$ cat src/rtl/uart_fifo_ctrl_if.sv
// Host-side and rs232c-side signal bundle for uart_fifo_ctrl.
// slave = the FIFO controller; master = host plus serial core.
interface uart_fifo_ctrl_if #(
    parameter int unsigned DEPTH_LOG2 = 4
);
    logic [7:0]          WR_DATA;
    logic                WR_EN;
    logic                TX_FULL;
    logic                TX_IDLE;
    logic [7:0]          RD_DATA;
    logic                RD_EN;
    logic                RX_EMPTY;
    logic [DEPTH_LOG2:0] RX_COUNT;
    logic                RX_OVERRUN;
    logic                OVR_CLR;
    logic [7:0]          U_TX_DATA;
    logic                U_TX_DATA_EN;
    logic                U_TX_BUSY;
    logic [7:0]          U_RX_DATA;
    logic                U_RX_DATA_RDY;
    logic                U_RX_DATA_RD;

    modport master (
        output WR_DATA, WR_EN, RD_EN, OVR_CLR, U_TX_BUSY, U_RX_DATA, U_RX_DATA_RDY,
        input  TX_FULL, TX_IDLE, RD_DATA, RX_EMPTY, RX_COUNT, RX_OVERRUN,
               U_TX_DATA, U_TX_DATA_EN, U_RX_DATA_RD
    );

    modport slave (
        input  WR_DATA, WR_EN, RD_EN, OVR_CLR, U_TX_BUSY, U_RX_DATA, U_RX_DATA_RDY,
        output TX_FULL, TX_IDLE, RD_DATA, RX_EMPTY, RX_COUNT, RX_OVERRUN,
               U_TX_DATA, U_TX_DATA_EN, U_RX_DATA_RD
    );
endinterface

$ cat src/rtl/uart_fifo_ctrl.sv
// TX/RX byte FIFOs with launcher and drain FSMs between host and rs232c core.
// Define UART_FIFO_LOOPBACK_EN to add the LOOPBACK port (TX FIFO feeds RX FIFO directly).
module uart_fifo_ctrl #(
    parameter int unsigned DEPTH_LOG2 = 4
) (
    input  logic CLK,
    input  logic RESETB,
`ifdef UART_FIFO_LOOPBACK_EN
    input  logic LOOPBACK,
`endif
    uart_fifo_ctrl_if.slave bus
);
    localparam int unsigned DEPTH = 1 << DEPTH_LOG2;
    localparam int unsigned PW    = DEPTH_LOG2 + 1;

    localparam logic [1:0] IDLE   = 2'd0;
    localparam logic [1:0] T_ARM  = 2'd1;
    localparam logic [1:0] T_WAIT = 2'd2;
    localparam logic [0:0] R_IDLE = 1'b0;
    localparam logic [0:0] R_ACK  = 1'b1;

    logic [7:0]    tx_mem [DEPTH];
    logic [7:0]    rx_mem [DEPTH];
    logic [PW-1:0] tx_wptr, tx_rptr, rx_wptr, rx_rptr;
    logic [1:0]    tx_state;
    logic [0:0]    rx_state;

    logic          tx_full_q, rx_empty_q, ovr_q, tx_en_q, rx_rd_q;
    logic [7:0]    tx_data_q, rd_data_q;
    logic [PW-1:0] rx_count_q;

    logic          lb;
    logic          tx_empty_i, tx_full_i, rx_empty_i, rx_full_i;
    logic          tx_push, tx_pop, rx_pop, rx_room, uart_rx, rx_push, ovr_set;
    logic [7:0]    tx_head, rx_din;

`ifdef UART_FIFO_LOOPBACK_EN
    assign lb = LOOPBACK;
`else
    assign lb = 1'b0;
`endif

    assign tx_empty_i = (tx_wptr == tx_rptr);
    assign tx_full_i  = (tx_wptr[PW-1] != tx_rptr[PW-1]) && (tx_wptr[PW-2:0] == tx_rptr[PW-2:0]);
    assign rx_empty_i = (rx_wptr == rx_rptr);
    assign rx_full_i  = (rx_wptr[PW-1] != rx_rptr[PW-1]) && (rx_wptr[PW-2:0] == rx_rptr[PW-2:0]);
    assign tx_head    = tx_mem[tx_rptr[PW-2:0]];

    // Push/pop gating uses live pointers; the exported flags lag by one register stage.
    assign tx_push = bus.WR_EN && !tx_full_i;
    assign rx_pop  = bus.RD_EN && !rx_empty_i;
    assign rx_room = !rx_full_i || rx_pop;
    assign tx_pop  = (tx_state == IDLE) && !tx_empty_i && (!lb || rx_room);
    assign uart_rx = !lb && (rx_state == R_IDLE) && bus.U_RX_DATA_RDY;
    assign rx_push = lb ? tx_pop : (uart_rx && rx_room);
    assign rx_din  = lb ? tx_head : bus.U_RX_DATA;
    assign ovr_set = uart_rx && !rx_room;

    always_ff @(posedge CLK) begin
        if (tx_push) tx_mem[tx_wptr[PW-2:0]] <= bus.WR_DATA;
        if (rx_push) rx_mem[rx_wptr[PW-2:0]] <= rx_din;
    end

    always_ff @(posedge CLK or negedge RESETB) begin
        if (!RESETB) begin
            tx_wptr    <= '0;
            tx_rptr    <= '0;
            rx_wptr    <= '0;
            rx_rptr    <= '0;
            tx_full_q  <= 1'b0;
            rx_empty_q <= 1'b1;
            rx_count_q <= '0;
            rd_data_q  <= '0;
            ovr_q      <= 1'b0;
        end else begin
            if (tx_push) tx_wptr <= tx_wptr + PW'(1);
            if (tx_pop)  tx_rptr <= tx_rptr + PW'(1);
            if (rx_push) rx_wptr <= rx_wptr + PW'(1);
            if (rx_pop)  rx_rptr <= rx_rptr + PW'(1);
            tx_full_q  <= tx_full_i;
            rx_empty_q <= rx_empty_i;
            rx_count_q <= rx_wptr - rx_rptr;
            rd_data_q  <= rx_empty_i ? '0 : rx_mem[rx_rptr[PW-2:0]];
            if (ovr_set)          ovr_q <= 1'b1;
            else if (bus.OVR_CLR) ovr_q <= 1'b0;
        end
    end

    always_ff @(posedge CLK or negedge RESETB) begin
        if (!RESETB) begin
            tx_state  <= IDLE;
            tx_data_q <= '0;
            tx_en_q   <= 1'b0;
        end else begin
            tx_en_q <= 1'b0;
            case (tx_state)
                IDLE: if (tx_pop) begin
                    tx_state <= T_ARM;
                    if (!lb) begin
                        tx_data_q <= tx_head;
                        tx_en_q   <= 1'b1;
                    end
                end
                T_ARM: begin
                    if (lb)                tx_state <= IDLE;
                    else if (bus.U_TX_BUSY) tx_state <= T_WAIT;
                end
                T_WAIT:  if (!bus.U_TX_BUSY) tx_state <= IDLE;
                default: tx_state <= IDLE;
            endcase
        end
    end

    // R_ACK skips one cycle so the core's registered RDY clear is never re-sampled.
    always_ff @(posedge CLK or negedge RESETB) begin
        if (!RESETB) begin
            rx_state <= R_IDLE;
            rx_rd_q  <= 1'b0;
        end else begin
            rx_rd_q <= 1'b0;
            case (rx_state)
                R_IDLE: if (uart_rx) begin
                    rx_rd_q  <= 1'b1;
                    rx_state <= R_ACK;
                end
                default: rx_state <= R_IDLE;
            endcase
        end
    end

    assign bus.TX_FULL      = tx_full_q;
    assign bus.TX_IDLE      = tx_empty_i && (tx_state == IDLE);
    assign bus.RD_DATA      = rd_data_q;
    assign bus.RX_EMPTY     = rx_empty_q;
    assign bus.RX_COUNT     = rx_count_q;
    assign bus.RX_OVERRUN   = ovr_q;
    assign bus.U_TX_DATA    = tx_data_q;
    assign bus.U_TX_DATA_EN = tx_en_q;
    assign bus.U_RX_DATA_RD = rx_rd_q;
endmodule

$ cat src/flat_wrapper.sv
// flat-port wrapper written by rule: the top's interface ports become plain ports
module uart_fifo_ctrl_flat 
#(
    parameter int unsigned DEPTH_LOG2 = 4
)
  (CLK, RESETB, bus_WR_DATA, bus_WR_EN, bus_RD_EN, bus_OVR_CLR, bus_U_TX_BUSY, bus_U_RX_DATA, bus_U_RX_DATA_RDY, bus_TX_FULL, bus_TX_IDLE, bus_RD_DATA, bus_RX_EMPTY, bus_RX_COUNT, bus_RX_OVERRUN, bus_U_TX_DATA, bus_U_TX_DATA_EN, bus_U_RX_DATA_RD);
  uart_fifo_ctrl_if #(.DEPTH_LOG2(DEPTH_LOG2)) bus_i ();
  input  logic CLK;
  input  logic RESETB;
  input wire logic [$bits(bus_i.WR_DATA)-1:0] bus_WR_DATA;
  input wire logic [$bits(bus_i.WR_EN)-1:0] bus_WR_EN;
  input wire logic [$bits(bus_i.RD_EN)-1:0] bus_RD_EN;
  input wire logic [$bits(bus_i.OVR_CLR)-1:0] bus_OVR_CLR;
  input wire logic [$bits(bus_i.U_TX_BUSY)-1:0] bus_U_TX_BUSY;
  input wire logic [$bits(bus_i.U_RX_DATA)-1:0] bus_U_RX_DATA;
  input wire logic [$bits(bus_i.U_RX_DATA_RDY)-1:0] bus_U_RX_DATA_RDY;
  output wire logic [$bits(bus_i.TX_FULL)-1:0] bus_TX_FULL;
  output wire logic [$bits(bus_i.TX_IDLE)-1:0] bus_TX_IDLE;
  output wire logic [$bits(bus_i.RD_DATA)-1:0] bus_RD_DATA;
  output wire logic [$bits(bus_i.RX_EMPTY)-1:0] bus_RX_EMPTY;
  output wire logic [$bits(bus_i.RX_COUNT)-1:0] bus_RX_COUNT;
  output wire logic [$bits(bus_i.RX_OVERRUN)-1:0] bus_RX_OVERRUN;
  output wire logic [$bits(bus_i.U_TX_DATA)-1:0] bus_U_TX_DATA;
  output wire logic [$bits(bus_i.U_TX_DATA_EN)-1:0] bus_U_TX_DATA_EN;
  output wire logic [$bits(bus_i.U_RX_DATA_RD)-1:0] bus_U_RX_DATA_RD;
  assign bus_i.WR_DATA = bus_WR_DATA;
  assign bus_i.WR_EN = bus_WR_EN;
  assign bus_i.RD_EN = bus_RD_EN;
  assign bus_i.OVR_CLR = bus_OVR_CLR;
  assign bus_i.U_TX_BUSY = bus_U_TX_BUSY;
  assign bus_i.U_RX_DATA = bus_U_RX_DATA;
  assign bus_i.U_RX_DATA_RDY = bus_U_RX_DATA_RDY;
  assign bus_TX_FULL = bus_i.TX_FULL;
  assign bus_TX_IDLE = bus_i.TX_IDLE;
  assign bus_RD_DATA = bus_i.RD_DATA;
  assign bus_RX_EMPTY = bus_i.RX_EMPTY;
  assign bus_RX_COUNT = bus_i.RX_COUNT;
  assign bus_RX_OVERRUN = bus_i.RX_OVERRUN;
  assign bus_U_TX_DATA = bus_i.U_TX_DATA;
  assign bus_U_TX_DATA_EN = bus_i.U_TX_DATA_EN;
  assign bus_U_RX_DATA_RD = bus_i.U_RX_DATA_RD;
  uart_fifo_ctrl #(.DEPTH_LOG2(DEPTH_LOG2)) u_core (.CLK(CLK), .RESETB(RESETB), .bus(bus_i));
endmodule
$ cat config.mk
export PLATFORM = sky130hd
export DESIGN_NAME = uart_fifo_ctrl_flat
export DESIGN_NICKNAME = d
export VERILOG_FILES = /design/src/rtl/uart_fifo_ctrl_if.sv /design/src/rtl/uart_fifo_ctrl.sv /design/src/flat_wrapper.sv
export SDC_FILE = /design/constraint.sdc
export NUM_CORES = 1
export LEC_CHECK = 0
export ABC_AREA = 0
export BUFFER_PORTS_ARGS = -buffer_cell sky130_fd_sc_hd__buf_4
export CORE_ASPECT_RATIO = 0.75
export CORE_MARGIN = 10
export CORE_UTILIZATION = 45
export CTS_CLUSTER_DIAMETER = 30
export DETAILED_ROUTE_END_ITERATION = 16
export HOLD_SLACK_MARGIN = 0.15
export SETUP_SLACK_MARGIN = 0.15
export SLEW_MARGIN = 10
export SYNTH_ARGS = -nofsm -noshare
export SYNTH_HDL_FRONTEND = slang
export SYNTH_SLANG_ARGS = --single-unit
export TNS_END_PERCENT = 1
$ cat constraint.sdc
create_clock -name CLK -period 2.6 [get_ports CLK]
set_clock_uncertainty 0.05 [all_clocks]
set_input_delay 0.26 -clock CLK [delete_from_list [all_inputs] [get_ports CLK]]
set_output_delay 0.26 -clock CLK [all_outputs]
set_load 0.02 [all_outputs]
==> qor.yml <==
run_status:
  status: "finished clean"
sta:
  period_minus_slack_ps: 2361
  finalSetupViolCount: 0
  fin_tns_setup_ps: 0
  finalHoldViolCount: 0
  worst_slew_pin_slew_ps: 949.4
  timing.fmax_mhz: 423.6
  grt_setup_unrepaired: "yes"
  drv_slew: 0
  relSlewSlack: 0.3658
  finalCritPeriodShare: 0.9080
pwr:
  p_switching_mw: 5.537
  power.leakage_nw: 5.449
  intPower_mw: 12.89
  p_comb_frac: 0.295
  total_power_mw: 18.42
  ir_drop_mv: 0.7145
  power.share.sequential: 0.349
  clkPwrFrac: 0.356
  p_per_area_nw_per_um2: 1223
  switching_share: 0.3005
critical_path:
  worstPathMaxFanout: 14
  r2r-start: "u_core.tx_wptr[3]"
  crit_slowest_cell: "and3_1"
  regToRegEndpoint: "u_core.tx_mem[0][7]"
  cp_cell_sequence: "xnor2_1 -> nand4_2 -> buf_4 -> o21a_1 -> and3_1"
  end_kind: "register"
  arrival_ps: 2470
  rrSetupSlack_ps: 240
  worstRegToRegCells: 5
  path_class: "reg -> reg"
  start_kind: "register"
  crit_required_ps: 2710
  critical_path.max_stage_delay_ps: 590
global_route:
  grt_pass1_wl_um: 41880
  grt_overflow: 0
  track_usage: 0.1622
  grt_pass1_vias: 6695
  grt_max_degree: 49
  antenna_found_initial: 0
run:
  maxCapViolCount: 0
routing:
  wl_per_cell_um: 24.42
  postRouteAntennaNets: 0
  detail_route.first_pass.iterations: 4
  drt_iter0_drc: 519
  wl_um: 27350
  drc: 0
  routed_via_density: 5.605
  via_count: 6278
floorplanning:
  ios: 50
  dieArea_um2: 34050
  die_w_um: 209.8
  initial_core_util: 0.4535
  rows: 52
  core_um2: 26810
  die_h_um: 162.3
logic_synthesis:
  synth_cells: 596
  ys_seq_area_frac: 0.7313
  syn-num-nets: 634
  syn_area_um2: 12160
  yosys_warnings: 0
  synth.distinct_cells: 43
  synth-seq-cells: 304
  syn_area_per_cell_um2: 20.39
layout:
  postLayoutCellArea_um2: 15070
  fin_nets: 765
  layoutNonFillerInstCount: 1120
  mostFrequentLayoutCells: "edfxtp_1 (256), buf_4 (80), clkbuf_16 (51)"
  diodes: 0
  drive_above_1_share: 0.3225
  area_growth_syn_to_layout_pct: 23.94
  layout_commonest_cell: "edfxtp_1"
place:
  place_congestion: 0.8124
  dpl_cell_area_um2: 13130
  port_buffers: 49
  dp_hpwl_um: 17530
  post-place-cells: 1004
worst_hold_path:
  min_path_type: "in -> reg"
  min_path_cells: 3
  whs_endpoint: "u_core.rx_rptr[0]"
  hp-start: "bus_RD_EN"
clocking:
  clock_latency_ps: 540
  cts.sinks: 304
  clock_tree.root_cell: "clkbuf_16"
  htree_levels: 2
  tritoncts: "built"
  numCtsBuffers: 50
  clockBufferDepth: 3
  cts_setup_buffers: 0
  path_clk_slew_ps: 50
[per-layer routing]
| layer | routed length (µm) | track usage | part of all wire |
|---|---|---|---|
| met2 | 11930 | 0.2296 | 0.44 |
| met3 | 1872 | 0.04178 | 0.068 |
| met5 | 0 | 0 | 0 |
| met4 | 522 | 0.04502 | 0.019 |
| met1 | 13020 | 0.2421 | 0.48 |
[Yosys cell counts (all sizes together)]
library cell  instances  area (µm²)
mux4                 64        1494
and2                 18       112.6
mux2                 18       229.0
a21boi                1       7.510
nor4                  1       6.260
o31a                  1       8.760
dfrtp                47        1176
xor2                  6       52.55
nor2b                14       87.58
ha                   14       175.2
mux2i                16       160.2
a221oi                8       70.07
a21oi                 2       10.01
o211ai                5       37.54
fa                    1       20.02
o21a                  2       15.01
and3                 16       100.1
and4                  2       17.52
nand2b                8       50.05
inv                  11       41.29
clkbuf               12       48.79
a22o                  8       70.07
a21o                  3       22.52
o21ai                 3       15.01
nand4                 5       37.53
o31ai                 1       7.510
edfxtp              256        7687
dfstp                 1       26.28
nand2                 5       18.77
xnor2                21       183.9
o2111ai               1       8.760
nor3b                 2       15.01
nor2                  5       18.77
nor3                  3       15.01
buf                  15       108.9
[worst max-delay path by stage]
stage / startpoint / end / slack (ps)
2_1_floorplan: u_core.rx_rptr[1] / u_core.rx_mem[12][0] / 170
3_3_place_gp: u_core.tx_wptr[2] / u_core.tx_mem[3][2] / 260
3_5_place_dp: u_core.rx_wptr[0] / u_core.rx_mem[1][5] / 140
4_1_cts: u_core.rx_wptr[0] / u_core.rx_mem[3][1] / 110
5_1_grt: u_core.rx_wptr[0] / u_core.rx_mem[3][1] / 100
6_report: u_core.tx_wptr[3] / u_core.tx_mem[0][7] / 240
[metrics by stage]
stage / util / hold WS (ps) / setup slack [ps]
after floorplan: - / -85.59 / 166.6
after global placement: 0.4895 / 322.9 / 260.1
after detailed placement: 0.4896 / 347.9 / 142.9
after CTS: 0.5616 / 164.7 / 111.8
after global routing: 0.5620 / 202.7 / 97.93
final: 0.5620 / 181.4 / 239.3
[sequential cells by signal, indices dropped and copies added (netlist names)]
| name | flops |
|---|---|
| u_core.rx_state | 1 |
| u_core.tx_mem | 128 |
| u_core.bus.TX_FULL | 1 |
| u_core.rx_rptr | 5 |
| u_core.tx_state | 2 |
| u_core.rx_mem | 128 |
| u_core.bus.U_TX_DATA_EN | 1 |
| u_core.bus.RX_EMPTY | 1 |
| u_core.tx_rptr | 5 |
| u_core.rx_wptr | 5 |
| u_core.bus.RX_OVERRUN | 1 |
| u_core.bus.RX_COUNT | 5 |
| u_core.tx_wptr | 5 |
| u_core.bus.RD_DATA | 8 |
| u_core.bus.U_TX_DATA | 8 |
[kinds of logic (layout without fill, tap and decap cells)]
logic type                 after synthesis  count (layout)  synth area share
adders and majority gates               15              15           0.01606
AOI/OAI and AO/OA                       35              35           0.02244
muxes                                   98              98            0.1549
buffers and inverters                   38             211           0.01637
xor gates and xnor gates                27              27           0.01945
DFF                                    304             304            0.7313
and+or+nand+nor                         79              79           0.03942
[critical path: cells and delay by family, from the launching register on]
family | cells | cell delay, ps
DFF | 1 | 470
and+or+nand+nor | 2 | 700
AOI/OAI and AO/OA | 1 | 380
xor gates and xnor gates | 1 | 190
buffers and inverters | 1 | 170
[power by group through the flow]
stage	Sequential, mW	Clock, mW	Combinational, mW
6_report	6.42	6.57	5.44
5_1_grt	6.49	6.91	5.88
4_1_cts	6.42	6.67	5.50
3_5_place_dp	6.50	0	5.44
3_3_place_gp	6.47	0	5.40
2_1_floorplan	6.62	0	3.55
[cell type report]
type	instances	area [µm²]
fill	2014	11740
sequential	304	8892
multi-input combinational	254	3084
clock buffer	61	1344
timing repair buffer	106	900.9
tap	351	439.2
clock inverter	33	364.1
inverter	11	41.29
[timing repair]
action | 4_1_cts | 5_1_grt
setup endpoints to repair | 17 | 117
endpoints found under the hold margin | 309 | 0
resized for setup | 1 | 5
hold buffers | 22 | 0
(Power assumes the default switching activity.)
